==> src/rtl/fb_access_arbiter.sv <==
// fb_access_arbiter
// Owns the single framebuffer BRAM port and shares it between the VGA
// scan-out fetch (strict priority, never stalled) and the matrix-multiply
// result writer. Writer words are queued in a small FIFO and drained into
// cycles the display does not use.
//
// Build option: define WR_BLANK_ONLY_EN to restrict drains to blanking
// intervals. Default build (undefined) drains in any cycle without disp_req.
module fb_access_arbiter #(
  parameter int ADDR_W     = 17,
  parameter int DATA_W     = 8,
  parameter int FIFO_DEPTH = 4,
  parameter int CNT_W      = 16
) (
  input  logic                          clk,
  input  logic                          reset_n,
  input  logic                          blank,
  input  logic                          disp_req,
  input  logic [ADDR_W-1:0]             disp_addr,
  output logic                          disp_rvalid,
  output logic [DATA_W-1:0]             disp_rdata,
  input  logic                          wr_valid,
  output logic                          wr_ready,
  input  logic [ADDR_W-1:0]             wr_addr,
  input  logic [DATA_W-1:0]             wr_data,
  output logic                          mem_en,
  output logic                          mem_we,
  output logic [ADDR_W-1:0]             mem_addr,
  output logic [DATA_W-1:0]             mem_wdata,
  input  logic [DATA_W-1:0]             mem_rdata,
  output logic [$clog2(FIFO_DEPTH):0]   fifo_level,
  output logic [CNT_W-1:0]              conflict_cnt
);

  localparam int PTR_W = $clog2(FIFO_DEPTH);
  localparam int LVL_W = PTR_W + 1;

  // State names which requester owns the BRAM port in the following cycle.
  typedef enum logic [1:0] {
    ST_IDLE  = 2'd0,
    ST_DISP  = 2'd1,
    ST_DRAIN = 2'd2
  } state_e;

  state_e              state_q, state_d;

  logic [ADDR_W-1:0]   fifo_addr_q [FIFO_DEPTH];
  logic [DATA_W-1:0]   fifo_data_q [FIFO_DEPTH];
  logic [PTR_W-1:0]    wr_ptr_q, wr_ptr_d;
  logic [PTR_W-1:0]    rd_ptr_q, rd_ptr_d;
  logic [LVL_W-1:0]    level_q, level_d;

  logic                mem_en_q, mem_en_d;
  logic                mem_we_q, mem_we_d;
  logic [ADDR_W-1:0]   mem_addr_q, mem_addr_d;
  logic [DATA_W-1:0]   mem_wdata_q, mem_wdata_d;
  logic                rvalid_q, rvalid_d;
  logic [CNT_W-1:0]    cnt_q, cnt_d;

  logic                not_empty_s;
  logic                drain_ok_s;
  logic                blocked_s;
  logic                push_s;
  logic                pop_s;

  // FIFO occupancy, drain permission and conflict qualification.
  always_comb begin
    not_empty_s = (level_q != {LVL_W{1'b0}});
    push_s      = wr_valid & wr_ready;
`ifdef WR_BLANK_ONLY_EN
    drain_ok_s  = ~disp_req & not_empty_s & blank;
    blocked_s   = not_empty_s & (disp_req | ~blank);
`else
    drain_ok_s  = ~disp_req & not_empty_s;
    blocked_s   = not_empty_s & disp_req;
`endif
  end

  // Port-owner selection and the BRAM command for the next cycle.
  always_comb begin
    state_d     = ST_IDLE;
    pop_s       = 1'b0;
    mem_en_d    = 1'b0;
    mem_we_d    = 1'b0;
    mem_addr_d  = {ADDR_W{1'b0}};
    mem_wdata_d = {DATA_W{1'b0}};
    if (disp_req) begin
      state_d    = ST_DISP;
      mem_en_d   = 1'b1;
      mem_addr_d = disp_addr;
    end else if (drain_ok_s) begin
      state_d     = ST_DRAIN;
      pop_s       = 1'b1;
      mem_en_d    = 1'b1;
      mem_we_d    = 1'b1;
      mem_addr_d  = fifo_addr_q[rd_ptr_q];
      mem_wdata_d = fifo_data_q[rd_ptr_q];
    end else begin
      state_d = ST_IDLE;
    end
  end

  // Read data returns one cycle after a display read occupied the port.
  always_comb begin
    case (state_q)
      ST_DISP:  rvalid_d = 1'b1;
      ST_DRAIN: rvalid_d = 1'b0;
      ST_IDLE:  rvalid_d = 1'b0;
      default:  rvalid_d = 1'b0;
    endcase
  end

  // FIFO pointer/level bookkeeping; level only changes when push != pop.
  always_comb begin
    wr_ptr_d = wr_ptr_q;
    rd_ptr_d = rd_ptr_q;
    level_d  = level_q;
    if (push_s) begin
      wr_ptr_d = wr_ptr_q + {{(PTR_W-1){1'b0}}, 1'b1};
    end else begin
      wr_ptr_d = wr_ptr_q;
    end
    if (pop_s) begin
      rd_ptr_d = rd_ptr_q + {{(PTR_W-1){1'b0}}, 1'b1};
    end else begin
      rd_ptr_d = rd_ptr_q;
    end
    if (push_s && !pop_s) begin
      level_d = level_q + {{(LVL_W-1){1'b0}}, 1'b1};
    end else if (pop_s && !push_s) begin
      level_d = level_q - {{(LVL_W-1){1'b0}}, 1'b1};
    end else begin
      level_d = level_q;
    end
  end

  // Saturating conflict counter: holds at all-ones instead of wrapping.
  always_comb begin
    if (blocked_s && (cnt_q != {CNT_W{1'b1}})) begin
      cnt_d = cnt_q + {{(CNT_W-1){1'b0}}, 1'b1};
    end else begin
      cnt_d = cnt_q;
    end
  end

  // Control and BRAM port registers; reset drops queued words and in-flight reads.
  always_ff @(posedge clk or negedge reset_n) begin
    if (!reset_n) begin
      state_q     <= ST_IDLE;
      wr_ptr_q    <= {PTR_W{1'b0}};
      rd_ptr_q    <= {PTR_W{1'b0}};
      level_q     <= {LVL_W{1'b0}};
      mem_en_q    <= 1'b0;
      mem_we_q    <= 1'b0;
      mem_addr_q  <= {ADDR_W{1'b0}};
      mem_wdata_q <= {DATA_W{1'b0}};
      rvalid_q    <= 1'b0;
      cnt_q       <= {CNT_W{1'b0}};
    end else begin
      state_q     <= state_d;
      wr_ptr_q    <= wr_ptr_d;
      rd_ptr_q    <= rd_ptr_d;
      level_q     <= level_d;
      mem_en_q    <= mem_en_d;
      mem_we_q    <= mem_we_d;
      mem_addr_q  <= mem_addr_d;
      mem_wdata_q <= mem_wdata_d;
      rvalid_q    <= rvalid_d;
      cnt_q       <= cnt_d;
    end
  end

  // FIFO storage; contents are only meaningful under the level count, so no reset.
  always_ff @(posedge clk) begin
    if (push_s) begin
      fifo_addr_q[wr_ptr_q] <= wr_addr;
      fifo_data_q[wr_ptr_q] <= wr_data;
    end
  end

  assign wr_ready     = (level_q != LVL_W'(FIFO_DEPTH));
  assign fifo_level   = level_q;
  assign conflict_cnt = cnt_q;
  assign disp_rvalid  = rvalid_q;
  assign disp_rdata   = mem_rdata;
  assign mem_en       = mem_en_q;
  assign mem_we       = mem_we_q;
  assign mem_addr     = mem_addr_q;
  assign mem_wdata    = mem_wdata_q;

endmodule

==> config.mk <==
export PLATFORM = sky130hd
export DESIGN_NAME = fb_access_arbiter
export DESIGN_NICKNAME = d
export VERILOG_FILES = /design/src/rtl/fb_access_arbiter.sv
export SDC_FILE = /design/constraint.sdc
export NUM_CORES = 1
export LEC_CHECK = 0
export CORE_MARGIN = 3
export CORE_UTILIZATION = 50
export CTS_CLUSTER_DIAMETER = 80
export DETAILED_ROUTE_END_ITERATION = 16
export HOLD_SLACK_MARGIN = 0.02
export PLACE_DENSITY = 0.81
export REMOVE_ABC_BUFFERS = 1
export SLEW_MARGIN = 25
export SYNTH_ARGS = -nofsm -noshare
export SYNTH_HDL_FRONTEND = slang
export SYNTH_SLANG_ARGS = --single-unit
==> constraint.sdc <==
create_clock -name clk -period 2.8 [get_ports clk]
set_clock_uncertainty 0.05 [all_clocks]
set_input_delay 0.42 -clock clk [delete_from_list [all_inputs] [get_ports clk]]
set_output_delay 0.42 -clock clk [all_outputs]
set_load 0.02 [all_outputs]
==> results of run 1 <==
==> per-layer routing <==
| layer | vias to the layer above | share of wire (%) | wire length, um |
|---|---|---|---|
| met5 | - | 0 | 0 |
| met4 | 0 | 1.8 | 200 |
| met3 | 15 | 5.3 | 590 |
| met2 | 100 | 53 | 5890 |
| met1 | 1606 | 40 | 4495 |
| li1 | 1385 | - | - |
==> kinds of logic after synthesis <==
kind of cell,Yosys count
flops,152
fa+ha+maj,7
simple gates,54
compound gates,19
mux,28
xor+xnor,21
buf+inv,23
==> worst max-delay path: cells and delay by family (launching register included) <==
family	cells	cell delay [ns]
and+or+nand+nor	2	0.22
buffers and inverters	1	0.63
DFF	1	0.49
==> worst min path at each step <==
stage | from | end | depth (start not counted)
floorplan | reset_n | conflict_cnt[0]$_DFFE_PN0P_ | 0
global placement | mem_we$_DFF_PN0_ | disp_rvalid$_DFF_PN0_ | 1
detailed placement | mem_we$_DFF_PN0_ | disp_rvalid$_DFF_PN0_ | 1
CTS | reset_n | mem_addr[12]$_DFF_PN0_ | 1
global route | reset_n | mem_wdata[4]$_DFF_PN0_ | 1
finish | reset_n | disp_rvalid$_DFF_PN0_ | 1
==> through the flow <==
step	util, %	hold slack (ns)	std cells
6_report	67.21	0.03059	561
5_1_grt	67.21	0.06924	561
4_1_cts	67.21	0.04093	561
3_5_place_dp	62.01	0.3724	529
3_3_place_gp	62.01	0.3634	529
2_1_floorplan	-	0.07441	286
==> where the power goes <==
part           internal, mW  switching (mW)  total, mW
clock network          1.32           0.858       2.18
logic                  1.09           0.991       2.09
registers              2.97           0.304       3.27
==> layout by cell type, fill, tap and decap left out, types with 2 or more instances in the layout <==
master / instances
clkinv_2: 3
xor2_1: 13
nand2_1: 5
and3_1: 5
nor4_1: 2
mux2_2: 2
xnor2_1: 8
nor3b_1: 4
nand2b_1: 2
mux4_2: 25
nand4_2: 2
clkbuf_1: 2
ha_1: 6
clkbuf_8: 2
nand3_1: 4
edfxtp_1: 100
nor2_1: 4
clkinvlp_4: 2
clkdlybuf4s50_1: 92
a22o_1: 17
buf_4: 9
and2_1: 8
inv_1: 4
clkinv_4: 2
clkbuf_16: 18
nor3_1: 6
dfrtp_1: 51
nand4_1: 3
==> area by class of cell <==
class                      instances  share of cell area, %
clock buffer                      22                  6.493
clock inverter                    10                  1.238
inverter                           5                 0.2510
multi-input combinational        129                  18.54
sequential                       152                  57.58
tap                              140                  2.343
timing repair buffer             103                  13.55
==> flip-flops by register name, summed over array words and instances (netlist names) <==
signal        count
conflict_cnt     16
disp_rvalid       1
fifo_addr_q      68
fifo_data_q      32
fifo_level        3
mem_addr         17
mem_en            1
mem_wdata         8
mem_we            1
rd_ptr_q          2
state_q           1
wr_ptr_q          2
==> reports/metrics.yaml, run 1 <==
clk_path_buf_depth: 2
regArea_um2: 4305
min_path_type: "in2async"
multiInputGateArea_um2: 1386
use_met1_pct: 23.44
drv_cap: 0
peakVddDrop_v: 0.0006373
arrival_ns: 1.74
cts_root_buffer: "clkbuf_16"
start_util_pct: 52.28
coreArea_um2: 11130
pwr_density_cell_nw_per_um2: 1008
avgSynthCellArea_um2: 19.13
finalHoldViolations: 0
grt_remaining_overflow: 0
antenna_found_initial: 0
setup_tns_ns: 0
antenna_cells: 0
dp_hpwl_um: 7137
cts_buffers: 17
synthCells: 304
fin_area_um2: 7477
vias_per_cell: 5.537
layout-drive-gt1-share_pct: 18.05
synth_edf_count: 100
total_leakage_power_nw: 2.809
end_kind: "output port"
ant_nets: 0
cp_cell_sequence: "nor2_1, nand2_1, clkdlybuf4s50_1"
max_slew_margin_pct: 50.09
h-tree-depth: 4
synth_cell_types: 38
drt_first_pass_iters: 4
fin_total_pwr_mw: 7.537
synth_common_cells: "edfxtp_1, dfrtp_1, mux4_2, a22o_1, xor2_1"
status: "completed"
synth_seq_cells: 152
finalWorstSetupSlack_ns: 0.5901
grt_pass1_wl_um: 17930
worst_ep_required_time_ns: 2.33
grt_use_total_pct: 18.58
synth-compound-area-share_pct: 2.861
critPathLaunch: "fifo_level[0]$_DFFE_PN0P_"
synth_fa_ha_area_share_pct: 1.635
crit_fanout: 7
rsz0062_at_grt: "false"
die_h_um: 113.9
grt_use_met3_pct: 4.828
crit_type: "reg2out"
num_rows: 38
globalplace.congestion: 0.7611
grt_use_met2_pct: 30.94
period_share_pct: 78.92
worstReg2RegStart: "fifo_level[0]$_DFFE_PN0P_"
setup_viol: 0
tightest_slew_ns: 0.7486
slew_viol_final: 0
dieArea_um2: 12960
clk_pin_slew_ns: 0.06
synth_mux_area_share_pct: 10.32
area_growth_pct: 28.54
critPathLaunchType: "flip-flop"
rrSetupSlack_ns: 0.63
synth-xor-area-share_pct: 3.162
clkLatencyLatePin_ns: 0.41
synth-seq-area-share_pct: 73.99
ctsHoldBuffers: 0
wl_per_cell_um: 19.92
post-route-min-period_ns: 2.210
totalWireLength_um: 11180
yosysMostFrequentCell: "edfxtp_1"
fp.dieW_um: 113.9
slowest_delay_ns: 0.63
synth_warnings: 0
dp_slack_ns: 0.3617
route.detailed.drc: 0
io-pin-count: 111
synth_top_area_share_pct: 51.62
grt_pass1_vias: 3326
synth_top_family_by_area: "multiplexers"
reg2reg_to: "fifo_level[2]$_DFFE_PN0P_"
yosys.area_share.simple_pct: 5.851
busiest_layer: "met2"
setup.worst_path.end: "wr_ready"
grt_max_degree: 31
cts_sinks: 152
async_reset_ff_share_pct: 34.21
cts_resized: 0
cts_tree: "done"
portBuffers: 93
syn-cell-area_um2: 5817
via_count: 3106
nFillCells: 789
post_dp_cell_area_um2: 6899
synth.area.top_cells: "edfxtp_1, dfrtp_1, mux4_2"
fin_nets: 470
postCtsSetupBuffers: 0
r2r_cells: 8
max_freq_mhz: 452.5
cpMaxStageDelayCell: "clkdlybuf4s50_1"
synthFlopType: "edfxtp_1"
yosys.area.top_type: "edfxtp_1"
drtIter0Drc: 176
Note: power is estimated with default switching activity, not from simulation.
==> run 2, diff against run 1 <==
- CORE_UTILIZATION: 50 -> 47
- PLACE_DENSITY: 0.81 -> 0.8
- clock period: 2.8 -> 1.8 ns (I/O delays scaled with it)
==> run 2 against run 1 <==
Combinational power increased by 90%. The run now ends with negative setup slack left. Critical endpoint is now fifo_level[2]$_DFFE_PN0P_. Cell area increased by 4.8%. Highest routed layer unchanged. Wire length increased by 6.3%. Via count increased by 3.9%. Hold slack improved by 0.24 ns. Sequential share of layout area decreased by 2.6 points. Setup slack got worse by 0.71 ns.
==> reports/metrics.yaml, run 2 (synthesized netlist as in run 1, its figures left out) <==
peakVddDrop_v: 0.001056
tightest_slew_ns: 0.4029
worst_ep_required_time_ns: 2.08
status: "finished, violations left"
fin_total_pwr_mw: 11.94
grt_pass1_vias: 3513
finalWorstSetupSlack_ns: -0.1246
post-route-min-period_ns: 1.925
finalHoldViolations: 0
globalplace.congestion: 0.8156
period_share_pct: 106.9
final_common_cell: "edfxtp_1"
largest_reg_flops: 68
fin_nets: 502
wl_per_cell_um: 19.13
max_slew_margin_pct: 73.14
coreArea_um2: 12060
nFillCells: 827
dieArea_um2: 13750
clkLatencyLatePin_ns: 0.41
totalWireLength_um: 11880
regArea_um2: 4305
io-pin-count: 111
clk_path_buf_depth: 2
drtIter0Drc: 246
crit_fanout: 4
fp.dieW_um: 117.3
via_count: 3227
h-tree-depth: 4
antenna_found_initial: 0
cts_tree: "done"
arrival_ns: 2.20
max_freq_mhz: 519.6
cts_buffers: 17
total_leakage_power_nw: 3.068
whs_ns: 0.2713
final_cell_mix: "edfxtp_1, clkdlybuf4s50_1, dfrtp_1"
grt_remaining_overflow: 0
violations: "negative setup slack"
setup_tns_ns: -0.3110
start_util_pct: 48.23
dp_slack_ns: -0.3600
crit_type: "reg2reg"
end_kind: "flip-flop"
die_h_um: 117.3
grt_pass1_wl_um: 18430
cts_sinks: 152
cts_root_buffer: "clkbuf_16"
critPathLaunchType: "flip-flop"
dp_hpwl_um: 7313
clk_pin_slew_ns: 0.06
ant_nets: 0
num_rows: 40
drv_cap: 0
drt_first_pass_iters: 5
multiInputGateArea_um2: 1419
setup_viol: 3
area_growth_pct: 34.65
rsz0062_at_grt: "true"
antenna_cells: 0
slew_viol_final: 0
min_path_type: "in2async"
vias_per_cell: 5.196
portBuffers: 93
grt_use_total_pct: 18.67
grt_max_degree: 40
layout-drive-gt1-share_pct: 23.40
largest-register: "fifo_addr_q"
pwr_density_cell_nw_per_um2: 1524
route.detailed.drc: 0
==> run 2: cell count changes in the layout (fill, tap and decap cells not counted), moves of 2 or more <==
cell	delta
buf_6	+2
buf_4	+20
buf_12	+7
clkbuf_1	+7
dlygate4sd2_1	+13
clkinv_4	-2
dlymetal6s2s_1	+5
clkdlybuf4s50_1	-19
==> run 2: worst paths after layout <==
kind	slack (ns)	endpoint	startpoint	cells after the start
worst max-delay path	-0.12	fifo_level[2]$_DFFE_PN0P_	fifo_level[1]$_DFFE_PN0P_	8
worst min-delay path	0.27	mem_wdata[7]$_DFF_PN0_	reset_n	2
worst max register to register	-0.12	fifo_level[2]$_DFFE_PN0P_	fifo_level[1]$_DFFE_PN0P_	8
worst min register to register	0.39	disp_rvalid$_DFF_PN0_	mem_we$_DFF_PN0_	1
max in group asynchronous	0.87	rd_ptr_q[0]$_DFFE_PN0P_	reset_n	3
min in group clk	0.39	disp_rvalid$_DFF_PN0_	mem_we$_DFF_PN0_	1
==> run 2: per-layer routing <==
| layer | routed length [um] | vias to the layer above | track usage (%) |
|---|---|---|---|
| met5 | 0 | - | 0 |
| met4 | 225 | 0 | 7.339 |
| met3 | 662 | 19 | 6.684 |
| met2 | 6200 | 117 | 31.15 |
| met1 | 4791 | 1643 | 22.23 |
| li1 | - | 1448 | - |
==> run 2: timing repair <==
| item | CTS | global route |
|---|---|---|
| buffers inserted | 9 | 2 |
| pin swaps | 7 | 5 |
| resized for setup | 25 | 10 |
| endpoints found under the setup margin | 17 | 29 |
| endpoints found under the hold margin | 13 | 0 |
| gates cloned | 0 | 2 |
| hold buffers | 1 | 0 |
==> run 2: per-stage QoR <==
| step | instances | utilization (%) | cell area [um2] |
|---|---|---|---|
| after floorplan | 286 | - | 5709 |
| after global placement | 577 | 59.46 | 7172 |
| after detailed placement | 577 | 59.46 | 7172 |
| after CTS | 619 | 64.33 | 7759 |
| after global routing | 621 | 64.94 | 7833 |
| final | 621 | 64.94 | 7833 |
==> run 2: area by class of cell <==
cell class                 count  share of cell area (%)
clock buffer                  27                   6.038
clock inverter                 5                  0.3195
inverter                       5                  0.2875
multi-input combinational    129                   18.12
sequential                   152                   54.97
tap                          168                   2.684
timing repair buffer         135                   17.59
==> run 2: report_power, final <==
part	internal (mW)	total [mW]	switching (mW)
registers	4.61	4.96	0.345
logic	2.13	3.98	1.84
clock network	1.78	3.00	1.22
==> run 2: critical path: stages, from the launching register on <==
cell and delay (ns):
dfrtp_1 0.42, nor3_2 0.22, or2_1 0.18, ha_4 0.15
inv_2 0.03, fa_2 0.33, xor2_1 0.15, nor2_1 0.12
xor2_1 0.18
==> run 3, diff against run 2 <==
- CORE_MARGIN: 3 -> 2
==> run 3 against run 2 <==
The run still ends with negative setup slack left. First-iteration DRC count is 7.3% lower. Clock power is 15% higher. Count of clock-buffer cells in the layout is 6 lower. Cell count is 1.3% lower. Sequential share of layout area is 0.054 points lower. Via count hardly changed. Power is 2.8% higher. Register-to-register slack worse by 0.04 ns. Cell area is 0.13% higher. Flip-flop and latch count stayed put. Hold slack better by 0.078 ns. Non-clock buffer count is 8 lower. Critical path type unchanged.
==> reports/metrics.yaml, run 3 (synthesized netlist as in run 1, its figures left out) <==
r2r_cells: 8
peakVddDrop_v: 0.0008272
grt_pass1_wl_um: 18060
cts_buffers: 17
finalWorstSetupSlack_ns: -0.1666
largest_reg_flops: 68
nFillCells: 851
route.detailed.drc: 0
grt_use_total_pct: 18.89
fin_nets: 494
ant_nets: 0
tightest_slew_ns: 0.5501
fp.dieW_um: 115.3
crit_type: "reg2reg"
via_count: 3225
grt_remaining_overflow: 0
total_leakage_power_nw: 3.066
post-route-min-period_ns: 1.967
period_share_pct: 109.3
vias_per_cell: 5.261
layout-drive-gt1-share_pct: 24.72
globalplace.congestion: 0.8162
dp_slack_ns: -0.3732
drtIter0Drc: 228
clk_path_buf_depth: 2
portBuffers: 93
grt_max_degree: 34
area_growth_pct: 34.82
post_dp_cell_area_um2: 7146
coreArea_um2: 12060
clk_pin_slew_ns: 0.06
cts_sinks: 152
cts_root_buffer: "clkbuf_16"
fin_util_pct: 65.02
whs_ns: 0.3489
h-tree-depth: 4
cts_tree: "done"
setup_viol: 2
setup_tns_ns: -0.3107
clkLatencyLatePin_ns: 0.41
status: "finished, violations left"
max_freq_mhz: 508.5
end_kind: "flip-flop"
drt_first_pass_iters: 4
worst_ep_required_time_ns: 2.07
crit_fanout: 4
totalWireLength_um: 11740
pwr_density_cell_nw_per_um2: 1565
min_path_type: "in2async"
final_cell_mix: "edfxtp_1, clkdlybuf4s50_1, dfrtp_1"
io-pin-count: 111
antenna_cells: 0
final_common_cell: "edfxtp_1"
arrival_ns: 2.23
die_h_um: 115.3
grt_pass1_vias: 3469
wl_per_cell_um: 19.15
dieArea_um2: 13280
drv_cap: 0
fin_area_um2: 7843
violations: "negative setup slack"
critPathLaunchType: "flip-flop"
rsz0062_at_grt: "true"
finalHoldViolations: 0
largest-register: "fifo_addr_q"
antenna_found_initial: 0
dp_hpwl_um: 7366
slew_viol_final: 0
num_rows: 40
max_slew_margin_pct: 63.33
start_util_pct: 48.23
## run 3: cell count changes in the layout (fill, tap and decap cells not counted), moves of 2 or more
cell        before  now
clkbuf_1         9    3
clkinv_1         2    4
buf_4           29   24
clkinvlp_4       2    0
clkinv_2         2    4
bufinv_16        0    3
clkbuf_16       19   17
## run 3: final timing paths
| path | from | end | slack (ns) |
|---|---|---|---|
| hold / removal | reset_n | state_q[0]$_DFF_PN0_ | 0.35 |
| setup reg to reg | fifo_level[1]$_DFFE_PN0P_ | fifo_level[2]$_DFFE_PN0P_ | -0.17 |
| min in group clk | mem_we$_DFF_PN0_ | disp_rvalid$_DFF_PN0_ | 0.38 |
| hold reg to reg | mem_we$_DFF_PN0_ | disp_rvalid$_DFF_PN0_ | 0.38 |
| setup / recovery | fifo_level[1]$_DFFE_PN0P_ | fifo_level[2]$_DFFE_PN0P_ | -0.17 |
| max in group asynchronous | reset_n | fifo_level[0]$_DFFE_PN0P_ | 0.78 |
## run 3: critical path, cell delays in order (launching register included)
cell,delay [ns]
dfrtp_1,0.42
nor3_2,0.26
or2_4,0.18
ha_4,0.13
inv_2,0.04
fa_2,0.33
xor2_1,0.15
nor2_1,0.12
xor2_1,0.20
## run 3: cell type report
type / instances / area, um2 / share of cell area, %
Multi-Input combinational cell: 129 / 1453 / 18.52
Sequential cell: 152 / 4307 / 54.91
Tap cell: 168 / 210.2 / 2.680
Clock buffer: 21 / 450.4 / 5.743
Inverter: 5 / 18.77 / 0.2393
Clock inverter: 11 / 130.1 / 1.659
Timing Repair Buffer: 127 / 1274 / 16.24
## run 3: what timing repair did
action / in CTS / in global routing
buffers inserted: 1 / 4
endpoints found under the hold margin: 19 / 0
pin swaps: 6 / 7
gates resized for setup: 22 / 22
endpoints found under the setup margin: 16 / 14
hold buffers: 1 / 0
## run 3: stage by stage
| step | std cells | power [mW] |
|---|---|---|
| finish | 613 | 12.27 |
| CTS | 609 | 12.25 |
| global placement | 575 | 8.646 |
| global route | 613 | 12.86 |
| floorplan | 286 | 6.989 |
| detailed placement | 575 | 8.780 |
## run 3: metal layers
metal  up-vias  GRT usage (%)  share of wire [%]
li1       1434              -                  -
met1      1656          23.07                 40
met2       128          32.08                 52
met3         7          6.642                6.5
met4         0          5.462               0.68
met5         -              0                  0
## run 3: where the power goes
group | total (mW) | leakage, nW | switching [mW] | internal (mW)
Combinational | 3.85 | 1.22 | 1.82 | 2.03
Sequential | 4.97 | 1.56 | 0.353 | 4.61
Clock | 3.45 | 0.287 | 1.26 | 2.19
==> RTL edit, RTL diff (settings of run 1) <==
Put one more register stage on the output `conflict_cnt`, cleared by the reset. The value now appears one clock later. The other outputs are not delayed to match.
--- a/src/rtl/fb_access_arbiter.sv
+++ b/src/rtl/fb_access_arbiter.sv
@@ -181,5 +181,11 @@
   assign wr_ready     = (level_q != LVL_W'(FIFO_DEPTH));
   assign fifo_level   = level_q;
-  assign conflict_cnt = cnt_q;
+  always_ff @(posedge clk or negedge reset_n) begin
+    if (!reset_n) begin
+      conflict_cnt <= '0;
+    end else begin
+      conflict_cnt <= cnt_q;
+    end
+  end
   assign disp_rvalid  = rvalid_q;
   assign disp_rdata   = mem_rdata;
Formal check against the unedited RTL: not equivalent (Yosys sat finds a counterexample within 4 cycles, from zero or initial values and one cycle with reset_n low).
==> RTL edit against run 1 <==
- final area increased by 6.6%
- highest routed layer unchanged
- setup slack got worse by 0.043 ns
- sequential power increased by 7.0%
- combinational power increased by 4%
- area after synthesis increased by 6.9%
- clock power increased by 13%
- global-route usage decreased by 0.62 points
- wire length increased by 3.9%
- power increased by 8.0%
- sequential cell count increased by 16
==> RTL edit: results (changes against run 1) <==
| Metric | Value |
|---|---|
| DRT iter0 DRCs | 219 (was 176) |
| First-pass GRT wire length | 18.8 mm (was 17.9 mm) |
| Worst-Margin Slew | 0.864 ns (was 0.749 ns) |
| Multiplexer area fraction after synthesis | 9.66% (was 10.3%) |
| Placed cell areas | 0.00733 sq mm (was 0.00690 sq mm) |
| Layout cells sized above 1 | 16.8% (was 18.1%) |
| Adder-Cell Fraction of Synth Area | 1.53% (was 1.63%) |
| Max reg flops | 68 (unchanged) |
| HPWL after DPL | 7.17 mm (was 7.14 mm) |
| Top Family by Delay on Critical Path | simple AND/OR/NAND/NOR gates (was buffers and inverters) |
| Synth Area in Compound Gates | 2.68% (was 2.86%) |
| Clk buf depth | 2 (unchanged) |
| Total GRT Usage | 18.0% (was 18.6%) |
| Vias per inst | 5.35 (was 5.54) |
| Share of the yosys chip area belonging to registers | 75.7% (was 74.0%) |
| Distinct cells, synth | 38 (unchanged) |
| Status | finished, final reports clean (unchanged) |
| CP max FO | 7 (unchanged) |
| Slowest stage delay, CP | 0.47 ns (was 0.63 ns) |
| R2r startpoint | fifo_level[0] (unchanged) |
| Pin count of the biggest net entering global routing | 69 (was 31) |
| Synth cell count leaders | edfxtp_1 (100), dfrtp_1 (68), mux4_2 (25), a22o_1 (17), xor2_1 (13) (was edfxtp_1 (100), dfrtp_1 (52), mux4_2 (25), a22o_1 (17), xor2_1 (13)) |
| Vias in the first global route | 3436 (was 3326) |
| Placer Congestion | 0.856 (was 0.761) |
| Leakage | 3.03 nW (was 2.81 nW) |
| Slowest cell on crit path | dfrtp_1 (was clkdlybuf4s50_1) |
| Max IR drop VDD | 0.627 mV (was 0.637 mV) |
| WL/cell | 19.3 microns (was 19.9 microns) |
| Area delta synth->final | 28.2% (was 28.5%) |
| Final #Nets | 484 (was 470) |
| Ys async rst share | 40.5% (was 34.2%) |
| Reg2reg setup slack | 0.55 ns (was 0.63 ns) |
| Biggest register | fifo_addr_q (unchanged) |
| Synth top area cells | edfxtp_1 (48%), dfrtp_1 (27%), mux4_2 (9.1%) (was edfxtp_1 (52%), dfrtp_1 (22%), mux4_2 (9.7%)) |
| Setup CP Type | flop to flop (was flop to output pin) |
| Post-Synth XOR/XNOR Area | 2.96% (was 3.16%) |
| Arr. time, crit path | 2.53 ns (was 1.74 ns) |
| Number of antenna violations at the first check in global routing | 0 (unchanged) |
| Worst-skew pair later-pin latency | 0.41 ns (about the same) |
| Fillers | 817 (was 789) |
## RTL edit: how the worst min path moves through the flow
stage	start	endpoint	slack (ns)	cells past startpoint
2_1_floorplan	reset_n	cnt_q[0]	0.07	0
3_3_place_gp	cnt_q[1]	conflict_cnt[1]	0.36	0
3_5_place_dp	cnt_q[14]	conflict_cnt[14]	0.38	0
4_1_cts	reset_n	conflict_cnt[3]	0.10	1
5_1_grt	reset_n	mem_addr[4]	0.15	1
6_report	reset_n	conflict_cnt[9]	0.08	1
## RTL edit: worst register-to-register path, cell delays in order (launching register included)
cell	delay, ns
dfrtp_1	0.47
nor3_1	0.30
or2_0	0.27
ha_1	0.22
inv_1	0.06
fa_1	0.38
xor2_1	0.15
nor2_1	0.12
xor2_1	0.16
## RTL edit: cells by family after synthesis
kind of cell / after synthesis
compound gates: 19
xor+xnor: 21
fa+ha+maj: 7
buf+inv: 23
flops: 168
mux: 28
simple gates: 54
## RTL edit: final cells by class
cell class	count	area share (%)
sequential	168	59.1
clock buffer	18	5.39
clock inverter	14	2.57
timing repair buffer	101	12.7
multi-input combinational	129	17.4
inverter	5	0.236
tap	168	2.64
## RTL edit: per-stage QoR
| stage | hold slack, ns | setup slack [ns] | std cells |
|---|---|---|---|
| after floorplan | 0.0744 | 0.594 | 302 |
| after global placement | 0.363 | 0.477 | 571 |
| after detailed placement | 0.383 | 0.384 | 571 |
| after CTS | 0.102 | 0.526 | 603 |
| after global routing | 0.145 | 0.334 | 603 |
| final | 0.0756 | 0.547 | 603 |
## RTL edit: routing by layer
layer / share of wire (%) / track usage [%] / wire length [microns] / vias to the layer above
li1: - / - / - / 1434
met1: 40 / 22.0 / 4690 / 1651
met2: 51 / 29.6 / 5940 / 133
met3: 7.2 / 6.15 / 841 / 11
met4: 1.1 / 7.11 / 133 / 0
met5: 0 / 0 / 0 / -
## RTL edit: power by group
group          switching (mW)  total, mW  leakage, nW  internal (mW)
clock                   0.892       2.46        0.305           1.57
combinational            1.06       2.17        0.963           1.11
sequential              0.265       3.50         1.77           3.24
